<file path="config.mk">
export PLATFORM = sky130hd
export DESIGN_NAME = fuzzifier_seq_flat
export DESIGN_NICKNAME = d
export VERILOG_FILES = /design/src/rtl/fuzzifier_seq_if.sv /design/src/rtl/fuzzifier_seq.sv /design/src/flat_wrapper.sv
export SDC_FILE = /design/constraint.sdc
export NUM_CORES = 1
export LEC_CHECK = 0
export ABC_AREA = 0
export ABC_CLOCK_PERIOD_IN_PS = 11600
export CAP_MARGIN = 20
export CELL_PAD_IN_SITES_DETAIL_PLACEMENT = 1
export CELL_PAD_IN_SITES_GLOBAL_PLACEMENT = 2
export CORE_MARGIN = 5
export CORE_UTILIZATION = 41
export DETAILED_ROUTE_END_ITERATION = 8
export PLACE_DENSITY_LB_ADDON = 0.1
export SYNTH_ARGS = -nofsm -noshare
export SYNTH_HDL_FRONTEND = slang
export SYNTH_SLANG_ARGS = --single-unit
</file>
<file path="constraint.sdc">
create_clock -name clk -period 11.6 [get_ports clk]
set_input_delay 2.32 -clock clk [delete_from_list [all_inputs] [get_ports clk]]
set_output_delay 2.32 -clock clk [all_outputs]
set_load 0.01 [all_outputs]
</file>
<file path="src/rtl/fuzzifier_seq_if.sv">
`default_nettype none
// ============================================================================
// Module      : fuzzifier_seq_if
// Description : Handshake and configuration bundle for fuzzifier_seq.
//               Carries the sample valid/ready pair, the table-write strobe
//               with its payload, and the result valid/ready pair with the
//               membership vector and active-set summary.
//               master : sample/config source and result sink
//               slave  : the fuzzifier itself
// Revision    : 1.0 - initial release
// ============================================================================
interface fuzzifier_seq_if #(
    parameter int DATA_W   = 8,
    parameter int MU_W     = 8,
    parameter int NUM_SETS = 11,
    parameter int IDX_W    = 4,
    parameter int SLOPE_W  = 12
);
    logic                      in_valid;
    logic                      in_ready;
    logic [DATA_W-1:0]         crisp_in;
    logic                      cfg_we;
    logic [IDX_W-1:0]          cfg_idx;
    logic [DATA_W-1:0]         cfg_center;
    logic [SLOPE_W-1:0]        cfg_slope;
    logic                      busy;
    logic                      out_valid;
    logic                      out_ready;
    logic [NUM_SETS*MU_W-1:0]  mu_vec;
    logic [IDX_W-1:0]          active_cnt;
    logic [IDX_W-1:0]          first_idx;
    logic [IDX_W-1:0]          second_idx;

    modport master (
        output in_valid, crisp_in, cfg_we, cfg_idx, cfg_center, cfg_slope, out_ready,
        input  in_ready, busy, out_valid, mu_vec, active_cnt, first_idx, second_idx
    );

    modport slave (
        input  in_valid, crisp_in, cfg_we, cfg_idx, cfg_center, cfg_slope, out_ready,
        output in_ready, busy, out_valid, mu_vec, active_cnt, first_idx, second_idx
    );
endinterface
`default_nettype wire

</file>
<file path="src/rtl/fuzzifier_seq.sv">
`default_nettype none
// ============================================================================
// Module      : fuzzifier_seq
// Description : Table-driven sequential fuzzifier. Accepts one crisp sample,
//               evaluates NUM_SETS triangular membership functions one per
//               clock, then presents the membership vector, the number of
//               active sets and the two lowest active set indices.
//               Ports:
//                 clk  - system clock, rising edge
//                 rst  - synchronous active-high reset (reloads table)
//                 bus  - fuzzifier_seq_if.slave (sample in, config, result out)
// Revision    : 1.0 - initial release
// ============================================================================
module fuzzifier_seq #(
    parameter int DATA_W      = 8,
    parameter int MU_W        = 8,
    parameter int NUM_SETS    = 11,
    parameter int IDX_W       = 4,
    parameter int SLOPE_W     = 12,
    parameter int SLOPE_FRAC  = 4,
    parameter int CENTER_STEP = 10,
    parameter int DEF_SLOPE   = 408
) (
    input  wire logic      clk,
    input  wire logic      rst,
    fuzzifier_seq_if.slave bus
);
    localparam int              c_P_W      = DATA_W + 1 + SLOPE_W;
    localparam logic [MU_W-1:0]  c_MU_MAX   = '1;
    localparam logic [IDX_W-1:0] c_NONE     = '1;
    localparam logic [IDX_W-1:0] c_LAST_IDX = IDX_W'(NUM_SETS - 1);

    typedef enum logic [1:0] {
        S_IDLE = 2'd0,
        S_SCAN = 2'd1,
        S_DONE = 2'd2
    } state_t;

    state_t                    r_state;
    logic [DATA_W-1:0]         r_center [NUM_SETS];
    logic [SLOPE_W-1:0]        r_slope  [NUM_SETS];
    logic [DATA_W-1:0]         r_x;
    logic [IDX_W-1:0]          r_k;
    logic                      r_issue;
    // Second pipeline stage: the membership degree computed for set r_pk.
    logic                      r_pv;
    logic [IDX_W-1:0]          r_pk;
    logic [MU_W-1:0]           r_pmu;
    logic [NUM_SETS*MU_W-1:0]  r_mu_vec;
    logic [IDX_W-1:0]          r_cnt;
    logic [IDX_W-1:0]          r_first;
    logic [IDX_W-1:0]          r_second;
    logic                      r_in_ready;
    logic                      r_busy;
    logic                      r_out_valid;

    logic [DATA_W-1:0]         w_c;
    logic [SLOPE_W-1:0]        w_s;
    logic [DATA_W:0]           w_d;
    logic [c_P_W-1:0]          w_prod;
    logic [c_P_W-1:0]          w_p;
    logic                      w_sat;
    logic [MU_W-1:0]           w_mu;

    // Membership of the set currently addressed by r_k. The product is kept
    // at full width so large distances can never wrap back into range.
    always_comb begin
        w_c    = r_center[r_k];
        w_s    = r_slope[r_k];
        w_d    = (r_x >= w_c) ? ({1'b0, r_x} - {1'b0, w_c})
                              : ({1'b0, w_c} - {1'b0, r_x});
        w_prod = {{SLOPE_W{1'b0}}, w_d} * {{(DATA_W+1){1'b0}}, w_s};
        w_p    = w_prod >> SLOPE_FRAC;
        w_sat  = (w_p >= {{(c_P_W-MU_W){1'b0}}, c_MU_MAX});
        w_mu   = w_sat ? '0 : (c_MU_MAX - w_p[MU_W-1:0]);
    end

    always_ff @(posedge clk) begin
        if (rst) begin
            r_state     <= S_IDLE;
            r_x         <= '0;
            r_k         <= '0;
            r_issue     <= 1'b0;
            r_pv        <= 1'b0;
            r_pk        <= '0;
            r_pmu       <= '0;
            r_mu_vec    <= '0;
            r_cnt       <= '0;
            r_first     <= c_NONE;
            r_second    <= c_NONE;
            r_in_ready  <= 1'b1;
            r_busy      <= 1'b0;
            r_out_valid <= 1'b0;
            for (int i = 0; i < NUM_SETS; i++) begin
                r_center[i] <= DATA_W'(i * CENTER_STEP);
                r_slope[i]  <= SLOPE_W'(DEF_SLOPE);
            end
        end else begin
            case (r_state)
                S_IDLE: begin
                    // Table write lands at this edge, so a sample accepted in
                    // the same cycle already scans against the new entry.
                    if (bus.cfg_we && (bus.cfg_idx <= c_LAST_IDX)) begin
                        r_center[bus.cfg_idx] <= bus.cfg_center;
                        r_slope[bus.cfg_idx]  <= bus.cfg_slope;
                    end
                    if (bus.in_valid) begin
                        r_x        <= bus.crisp_in;
                        r_mu_vec   <= '0;
                        r_cnt      <= '0;
                        r_first    <= c_NONE;
                        r_second   <= c_NONE;
                        r_k        <= '0;
                        r_issue    <= 1'b1;
                        r_pv       <= 1'b0;
                        r_in_ready <= 1'b0;
                        r_busy     <= 1'b1;
                        r_state    <= S_SCAN;
                    end
                end

                S_SCAN: begin
                    // Stage A: evaluate set r_k.
                    if (r_issue) begin
                        r_pmu <= w_mu;
                        r_pk  <= r_k;
                        r_pv  <= 1'b1;
                        if (r_k == c_LAST_IDX) begin
                            r_issue <= 1'b0;
                        end else begin
                            r_k <= r_k + 1'b1;
                        end
                    end else begin
                        r_pv <= 1'b0;
                    end

                    // Stage B: fold the evaluated degree into the result.
                    if (r_pv) begin
                        r_mu_vec[r_pk*MU_W +: MU_W] <= r_pmu;
                        if (r_pmu != '0) begin
                            if (r_cnt != c_NONE) begin
                                r_cnt <= r_cnt + 1'b1;
                            end
                            if (r_first == c_NONE) begin
                                r_first <= r_pk;
                            end else if (r_second == c_NONE) begin
                                r_second <= r_pk;
                            end
                        end
                        if (r_pk == c_LAST_IDX) begin
                            r_pv        <= 1'b0;
                            r_out_valid <= 1'b1;
                            r_state     <= S_DONE;
                        end
                    end
                end

                S_DONE: begin
                    if (bus.out_ready) begin
                        r_out_valid <= 1'b0;
                        r_busy      <= 1'b0;
                        r_in_ready  <= 1'b1;
                        r_state     <= S_IDLE;
                    end
                end

                default: begin
                    r_state <= S_IDLE;
                end
            endcase
        end
    end

    assign bus.in_ready   = r_in_ready;
    assign bus.busy       = r_busy;
    assign bus.out_valid  = r_out_valid;
    assign bus.mu_vec     = r_mu_vec;
    assign bus.active_cnt = r_cnt;
    assign bus.first_idx  = r_first;
    assign bus.second_idx = r_second;

endmodule
`default_nettype wire

</file>
<file path="src/flat_wrapper.sv">
// flat-port wrapper written by rule: the top's interface ports become plain ports
module fuzzifier_seq_flat 
#(
    parameter int DATA_W      = 8,
    parameter int MU_W        = 8,
    parameter int NUM_SETS    = 11,
    parameter int IDX_W       = 4,
    parameter int SLOPE_W     = 12,
    parameter int SLOPE_FRAC  = 4,
    parameter int CENTER_STEP = 10,
    parameter int DEF_SLOPE   = 408
)
  (clk, rst, bus_in_valid, bus_crisp_in, bus_cfg_we, bus_cfg_idx, bus_cfg_center, bus_cfg_slope, bus_out_ready, bus_in_ready, bus_busy, bus_out_valid, bus_mu_vec, bus_active_cnt, bus_first_idx, bus_second_idx);
  fuzzifier_seq_if #(.DATA_W(DATA_W), .MU_W(MU_W), .NUM_SETS(NUM_SETS), .IDX_W(IDX_W), .SLOPE_W(SLOPE_W)) bus_i ();
  input  wire logic clk;
  input  wire logic rst;
  input wire logic [$bits(bus_i.in_valid)-1:0] bus_in_valid;
  input wire logic [$bits(bus_i.crisp_in)-1:0] bus_crisp_in;
  input wire logic [$bits(bus_i.cfg_we)-1:0] bus_cfg_we;
  input wire logic [$bits(bus_i.cfg_idx)-1:0] bus_cfg_idx;
  input wire logic [$bits(bus_i.cfg_center)-1:0] bus_cfg_center;
  input wire logic [$bits(bus_i.cfg_slope)-1:0] bus_cfg_slope;
  input wire logic [$bits(bus_i.out_ready)-1:0] bus_out_ready;
  output wire logic [$bits(bus_i.in_ready)-1:0] bus_in_ready;
  output wire logic [$bits(bus_i.busy)-1:0] bus_busy;
  output wire logic [$bits(bus_i.out_valid)-1:0] bus_out_valid;
  output wire logic [$bits(bus_i.mu_vec)-1:0] bus_mu_vec;
  output wire logic [$bits(bus_i.active_cnt)-1:0] bus_active_cnt;
  output wire logic [$bits(bus_i.first_idx)-1:0] bus_first_idx;
  output wire logic [$bits(bus_i.second_idx)-1:0] bus_second_idx;
  assign bus_i.in_valid = bus_in_valid;
  assign bus_i.crisp_in = bus_crisp_in;
  assign bus_i.cfg_we = bus_cfg_we;
  assign bus_i.cfg_idx = bus_cfg_idx;
  assign bus_i.cfg_center = bus_cfg_center;
  assign bus_i.cfg_slope = bus_cfg_slope;
  assign bus_i.out_ready = bus_out_ready;
  assign bus_in_ready = bus_i.in_ready;
  assign bus_busy = bus_i.busy;
  assign bus_out_valid = bus_i.out_valid;
  assign bus_mu_vec = bus_i.mu_vec;
  assign bus_active_cnt = bus_i.active_cnt;
  assign bus_first_idx = bus_i.first_idx;
  assign bus_second_idx = bus_i.second_idx;
  fuzzifier_seq #(.DATA_W(DATA_W), .MU_W(MU_W), .NUM_SETS(NUM_SETS), .IDX_W(IDX_W), .SLOPE_W(SLOPE_W), .SLOPE_FRAC(SLOPE_FRAC), .CENTER_STEP(CENTER_STEP), .DEF_SLOPE(DEF_SLOPE)) u_core (.clk(clk), .rst(rst), .bus(bus_i));
endmodule
</file>
Word-level counts from Yosys, hierarchy flattened
Memories as Yosys holds them, arrays and structs flattened. A register that Yosys moved wholly into a read port is not among the register bits.
Index checks and enable logic that the tools add are counted.

word-level totals
  register bits = 131
  RAM bits = 220
  bits of input ports = 37
  output and inout bits = 103
  memories = 2

memory list
  memory           depth  width  rd ports  clocked after memory_dff  wr ports  line                 source
  u_core.r_slope   11     12     1         1                         11        fuzzifier_seq.sv:41  logic [SLOPE_W-1:0] r_slope [NUM_SETS];
  u_core.r_center  11     8      1         1                         11        fuzzifier_seq.sv:40  logic [DATA_W-1:0] r_center [NUM_SETS];

operators by class
  $add $sub $neg = 6
  $mul = 1
  magnitude comparators = 3
  equal/unequal tests = 18
  shift operators = 2
  multiplexer cells = 61
  reductions and logical operators = 19

operator list
  operator                   count
  $mux W88                   2
  $pmux W88 S2               1
  $bwmux W88                 1
  $shift A8 B34 Y88 const A  1
  $shiftx A8 B34 Y88         1
  $mux W4                    20
  $neg A7 Y34                1
  $pmux W4 S2                4
  $mul A9 B12 Y21            1
  $mux W1                    19
  $sub A8 B8 Y9              2
  $ge A17 B8 Y1 const B      1
  $eq A4 B4 Y1 const B       4
  $mux W8                    2
  $ne A2 B1 Y1 const B       7
  $mux W12                   1
  $reduce_and A4 Y1          3
  $reduce_or A12 Y1          1
  $pmux W1 S2                5
  $reduce_and A5 Y1          2
  $mux W9                    1
  $add A4 B1 Y4 const B      2
  $ge A8 B8 Y1               1
  $mux W2                    4
  15 further kinds           23

Logic depth before layout (Yosys ltp)
Gate-level depths: netlist of the first run.

  depth in word-level cells = 8
  gate-level depth with buffers = 35
  depth with buffers taken out = 28

Worst setup path before layout of the first run
Ideal clock, no wire load.

  path kind = reg-to-reg
  start point = register with a tool-made name
  end point = register u_core.r_pmu[0]
  library setup time = 0.070 ns
  arrival = 8.513 ns
  path slack = 3.017 ns
  stages on the path, launching flop included = 32
  path buffers = 6
  period minus slack after synthesis = 8.583 ns
  path through = dfxtp_1 buf_2 buf_4 buf_4 buf_2 mux4_2 mux4_2 inv_1 ha_1 buf_6 a211oi_2 o21bai_1 a2111o_1 o211ai_1 a221o_1 mux2_4 buf_6 or3b_1 fa_1 inv_1 fa_1 fa_1 inv_1 fa_1 inv_1 ha_1 o32ai_1 a21oi_1 a221o_1 a211oi_1 nand4_4 o21ai_1

RTL lines
  item                    line                  source
  end signal: assignment  fuzzifier_seq.sv:125  r_pmu <= w_mu;
  end: declaration        fuzzifier_seq.sv:48   logic [MU_W-1:0] r_pmu;

==> metrics.md, run 1 <==
| Metric | Value |
|---|---|
| Status | `finished, final reports clean` |
| Primary FF master, synth | `edfxtp_1` |
| Post-synth EDFFs | `300` |
| PortBufs | `139` |
| Clock-pin transition on the worst setup and hold timing paths | `0.06 ns` |
| Distinct cell type count after synthesis | `76` |
| Ports | `140` |
| Critical Path AT | `10.18 ns` |
| Total CTS buffers | `49` |
| Most frequent CP cell | `fa_1` |
| Endpoints failing hold | `0` |
| Num Clock Sinks | `455` |
| Count of maximum capacitance violations | `0` |
| Yosys reg bits | `455` |
| DR pass1 iterations | `5` |
| Clk pwr share | `22.9%` |
| Most frequent cells in the layout | `edfxtp_1 (300), nor2_1 (279), nand2_1 (204)` |
| Number of global-route vias before repair | `17,600` |
| Setup Total Neg Slack | `0 ns` |
| Register area share after synthesis | `51.6%` |
| Root Driver | `clkbuf_16` |
| Core area | `56,500 um2` |
| Critical path, cell by cell | `buf_4 > mux4_2 > mux4_2 > inv_1 > ha_1 > or2_2 > and3_4 > a21oi_1 > nand4_1 > a21boi_0 > fa_1 > fa_1 > fa_1 > inv_1 > fa_1 > inv_1 > ha_1 > a21o_1 > o32ai_1 > a21oi_1 > a221o_1 > a211oi_1 > nand4_4 > o21ai_1` |
| RSZ-0062 raised after global routing | `false` |
| Sw frac | `40.4%` |
| Layout Cells excl Fill | `3,044` |
| Async SR Flop Fraction | `0%` |
| Ys Warns | `0` |
| Min-delay worst type | `flip-flop to flip-flop` |
| Cells after synthesis | `2,055` |
| Vias per cell | `5.42` |
| Worst hold margin | `0.454 ns` |
| Clk buf depth | `3` |
| Utilization after layout | `48.7%` |
| Htree depth | `2` |
| Sequential fraction of design power | `27.0%` |
| Int Power | `3.96 mW` |
| DRC errors left | `0` |
| Rel. slew slack | `25.6%` |
| Antenna Nets Post-Route | `0` |
| Fin crit share | `83.5%` |
| Drt total wl | `68,200 um` |
| DR vias | `16,500` |
| Critical path launch point type | `flip-flop` |
| Worst-Skew Late Latency | `0.61 ns` |
| DP Worst Slack | `1.91 ns` |
| CP required | `12.10 ns` |
| Slew @ Worst Pin | `1.11 ns` |
| Crit-path max FO | `46` |
| Setup bufs post-CTS | `0` |
| DP Area | `26,000 um2` |
| Die Area | `62,100 um2` |
| CTS tree | `yes` |
| Final GP Congestion | `0.819` |
| Antenna violations before repair | `2` |
| Final #Nets | `2,420` |
| Wirelength per Cell | `22.4 um` |
| Slowest cell on the critical path | `dfxtp_4` |
| Slowest stage delay, CP | `1.00 ns` |
| Die height | `249 um` |
| GRT overflow | `0` |
| Fraction of layout cells with a size suffix above 1 | `10.5%` |
| Critical path class | `flip-flop to flip-flop` |
| Worst setup margin | `1.92 ns` |
| # rows | `87` |
| Dpl cells | `2,952` |
| F_max | `103 MHz` |
| Gate power share | `50.1%` |
| Synth-to-Final Area Change | `17.3%` |
| Synthesized cell area | `23,500 um2` |
| Syn Area/Cell | `11.4 um2` |
| Largest net degree at the start of global routing | `91` |
| Slew Limit Fails | `0` |
| Leakage power total | `9.93 nW` |
| Starting Density | `41.5%` |
| Worst Setup End Kind | `flip-flop` |
| Peak VDD IR | `0.295 mV` |
| PD cells | `242 nW/um2` |
| Sw power | `2.69 mW` |
| Period minus WS final | `9.68 ns` |
| Dpl hpwl | `46,400 um` |
| Post-CTS sizing | `0` |
| First-pass GRT wire length | `106,000 um` |
| Initial drt markers | `1,130` |
| GRT Util Overall | `21.5%` |
| Die width | `249 um` |
| Skew final | `0.0476 ns` |
| Worst reg2reg setup slack | `1.92 ns` |
| Final Instance Area | `27,500 um2` |
| Commonest non-fill, non-tap cell in the layout | `edfxtp_1` |
| Hold-fix buffers, CTS | `0` |
| Final Power | `6.65 mW` |
| Endpoints failing setup | `0` |
[worst max-delay path: cells and delay by family (launching register included)]
kind / cells / cell delay [ns]
multiplexers: 2 / 1.06
AO/OA/AOI/OAI: 8 / 2.72
AND/OR/NAND/NOR: 4 / 1.35
flip-flops: 1 / 1.00
buffers and inverters: 4 / 0.59
adder cells (fa/ha/maj): 6 / 2.81
[area by class of cell]
cell class,count,area [um2]
Multi-Input combinational cell,1398,10600
Fill cell,5982,29000
Clock inverter,20,213
Inverter,162,608
Antenna cell,3,7.51
Sequential cell,455,12100
Tap cell,756,946
Timing Repair Buffer,181,1700
Clock buffer,69,1350
[synthesized netlist by cell type, types with 5 or more instances]
cell,number,area [um2]
nor3_1,17,85.1
mux2i_1,18,180
nand4_1,20,125
buf_2,11,55.1
xor2_1,7,61.3
and3_1,5,31.3
a31oi_1,7,43.8
a22oi_1,58,435
inv_1,162,608
o21bai_1,8,60.1
nor3b_1,15,113
mux2_2,5,56.3
a21boi_0,9,67.6
a21o_1,9,67.6
mux4_2,99,2230
o211ai_1,10,75.1
o21ai_0,23,115
nand2_1,204,766
ha_1,63,788
edfxtp_1,300,9010
and2_1,9,56.3
a21oi_1,97,485
nor4_1,10,62.6
o21ai_1,12,60.1
nor2b_1,26,163
nand2b_1,37,231
o31ai_1,12,90.1
nand3_1,75,375
clkbuf_1,119,447
xnor2_1,8,70.1
dfxtp_1,155,3100
fa_1,73,1460
o211a_1,7,70.1
a211o_1,13,114
nor2_1,279,1050
[path summary, 6_finish.rpt]
| kind | from | to | depth (start not counted) |
|---|---|---|---|
| min | u_core.bus.mu_vec[66] | u_core.bus.mu_vec[66] | 2 |
| max reg2reg | flip-flop | u_core.r_pmu[2] | 24 |
| max | flip-flop | u_core.r_pmu[2] | 24 |
| min reg2reg | u_core.bus.mu_vec[66] | u_core.bus.mu_vec[66] | 2 |
[routing by layer]
metal  vias to the layer above  track usage (%)  wire length, um
li1                       7572                -                -
met4                         0             4.74             1180
met3                        68             3.52             3200
met1                      8498             28.5            29400
met5                         -                0                0
met2                       372             37.6            34400
[registers in the layout, summed over array words and instances (netlist names), named ones only]
signal	flops
u_core.r_pmu	8
u_core.bus.mu_vec	88
u_core.r_pv	1
u_core.r_state	2
u_core.bus.out_valid	1
u_core.r_slope	192
u_core.bus.first_idx	4
u_core.r_x	8
u_core.bus.in_ready	1
u_core.bus.second_idx	4
u_core.r_issue	1
u_core.r_pk	4
u_core.r_center	128
u_core.bus.busy	1
u_core.bus.active_cnt	4
u_core.r_k	4
[kinds of logic (layout without fill, tap and decap cells)]
family          count (synthesis)  after routing  synth area share [%]
xor+xnor                       15             15                 0.560
flops                         455            455                  51.6
compound gates                297            297                  8.49
simple gates                  727            727                  14.2
mux                           123            123                  10.6
buf+inv                       301            432                  4.99
fa+ha+maj                     136            136                  9.59
other cells                     1            103                0.0160
[power by group through the flow]
stage               Clock, mW  Combinational (mW)  Sequential, mW
floorplan                   0                2.61            1.82
global placement            0                3.27            1.83
detailed placement          0                3.33            1.83
CTS                      1.56                3.36            1.80
global route             1.64                3.78            1.80
finish                   1.52                3.33            1.80
(Power assumes the default switching activity.)
==> inputs of run 2 (changes only) <==
Settings changed: ABC_CLOCK_PERIOD_IN_PS 11600 to 8420, CORE_UTILIZATION 41 to 37.
Clock period 11.6 ns to 8.42 ns, I/O delays scaled along.
==> metrics.md, run 2 (synthesis results as in run 1) <==
| Metric | Value |
|---|---|
| Critical path class | `flip-flop to flip-flop` |
| Num Clock Sinks | `455` |
| Endpoints failing hold | `0` |
| Dpl hpwl | `48,000 um` |
| Wirelength per Cell | `22.0 um` |
| Slew @ Worst Pin | `1.08 ns` |
| Fraction of layout cells with a size suffix above 1 | `14.6%` |
| DRC errors left | `0` |
| GRT overflow | `0` |
| DR vias | `16,500` |
| Fin crit share | `97.7%` |
| Slew Limit Fails | `0` |
| Die height | `262 um` |
| # rows | `92` |
| Drt total wl | `69,900 um` |
| Most frequent CP cell | `fa_1` |
| DR pass1 iterations | `5` |
| Min-delay worst type | `flip-flop to flip-flop` |
| Peak VDD IR | `0.449 mV` |
| Slowest cell on the critical path | `fa_1` |
| Final Power | `10.1 mW` |
| DP Area | `26,300 um2` |
| Endpoints failing setup | `0` |
| Worst reg2reg setup slack | `0.20 ns` |
| Die width | `262 um` |
| Vias per cell | `5.18` |
| Root Driver | `clkbuf_16` |
| Clock-pin transition on the worst setup and hold timing paths | `0.06 ns` |
| Skew final | `0.0365 ns` |
| Final Instance Area | `28,500 um2` |
| Antenna violations before repair | `4` |
| Htree depth | `2` |
| DP Worst Slack | `-0.0993 ns` |
| Rel. slew slack | `28.0%` |
| Most flop-heavy register | `u_core.r_slope` |
| Buf/Inv on CP | `5` |
| Synth-to-Final Area Change | `21.4%` |
| Commonest non-fill, non-tap cell in the layout | `edfxtp_1` |
| Critical Path AT | `8.73 ns` |
| Die Area | `68,600 um2` |
| Total CTS buffers | `51` |
| Top delay family on crit path | `adder cells` |
| Worst Setup End Kind | `flip-flop` |
| CTS tree | `yes` |
| PD cells | `354 nW/um2` |
| Crit-path max FO | `8` |
| First-pass GRT wire length | `106,000 um` |
| Starting Density | `37.3%` |
| Clk buf depth | `3` |
| Status | `finished, final reports clean` |
| CP required | `8.92 ns` |
| F_max | `122 MHz` |
| Core area | `63,000 um2` |
| Ports | `140` |
| Count of maximum capacitance violations | `0` |
| Number of global-route vias before repair | `17,500` |
| Worst-Skew Late Latency | `0.61 ns` |
| Slowest stage delay, CP | `0.55 ns` |
| Antenna Nets Post-Route | `0` |
| Largest net degree at the start of global routing | `103` |
| Period minus WS final | `8.22 ns` |
| GRT Util Overall | `20.0%` |
| Most frequent cells in the layout | `edfxtp_1 (300), nor2_1 (279), nand2_1 (203)` |
| Leakage power total | `10.3 nW` |
| Final GP Congestion | `0.808` |
| Final #Nets | `2,469` |
| Worst setup margin | `0.196 ns` |
| Antenna Cells | `0` |
| PortBufs | `139` |
| Largest register FFs | `192` |
| Fill count | `6,672` |
| Critical path launch point type | `flip-flop` |
| Initial drt markers | `1,013` |
-- run 2: cell type report --
cell class	count	area [um2]	share of cell area [%]
inverter	162	608	2.13
multi-input combinational	1398	10800	38.0
clock inverter	22	260	0.913
tap	846	1060	3.71
sequential	455	12100	42.5
timing repair buffer	228	2170	7.61
clock buffer	71	1450	5.08
-- run 2: tightest hold or removal path, delay by kind of cell, from the launching register on --
kind / cells / cell delay [ns]
AO/OA/AOI/OAI: 1 / 0.05
AND/OR/NAND/NOR: 1 / 0.05
flip-flops: 1 / 0.31
-- run 2: worst paths after layout --
check,start,endpoint,cells past startpoint
hold / removal,u_core.bus.mu_vec[35],u_core.bus.mu_vec[35],2
hold reg to reg,u_core.bus.mu_vec[35],u_core.bus.mu_vec[35],2
setup / recovery,flip-flop,u_core.r_pmu[4],27
setup reg to reg,flip-flop,u_core.r_pmu[4],27
-- run 2: per-stage QoR --
stage	util, %	instances	setup TNS, ns	hold slack, ns
final	45.3	3182	0	0.457
after detailed placement	41.8	3068	-0.696	0.450
after global placement	41.8	3067	0	0.441
after global routing	45.3	3182	-0.803	0.480
after CTS	44.6	3161	0	0.460
after floorplan	-	2154	0	0.430
-- run 2: report_power, final --
| group | leakage [nW] | internal, mW | switching [mW] |
|---|---|---|---|
| logic | 5.44 | 2.20 | 3.17 |
| clock network | 0.835 | 1.33 | 0.927 |
| registers | 4.05 | 2.44 | 0.0242 |
-- run 2: layer usage --
| metal | part of all wire (%) | up-vias | GRT usage [%] |
|---|---|---|---|
| met5 | 0.070 | - | 0 |
| met4 | 2.0 | 8 | 4.44 |
| met3 | 4.0 | 86 | 2.78 |
| met2 | 51 | 270 | 35.5 |
| met1 | 43 | 8454 | 26.2 |
| li1 | - | 7672 | - |
-- run 2: timing repair --
| item | 4_1_cts | 5_1_grt |
|---|---|---|
| gates cloned | 0 | 3 |
| gates resized for setup | 5 | 52 |
| endpoints found under the setup margin | 8 | 8 |
| pin swaps | 0 | 27 |
| hold buffers | 0 | 0 |
| buffers inserted | 0 | 16 |
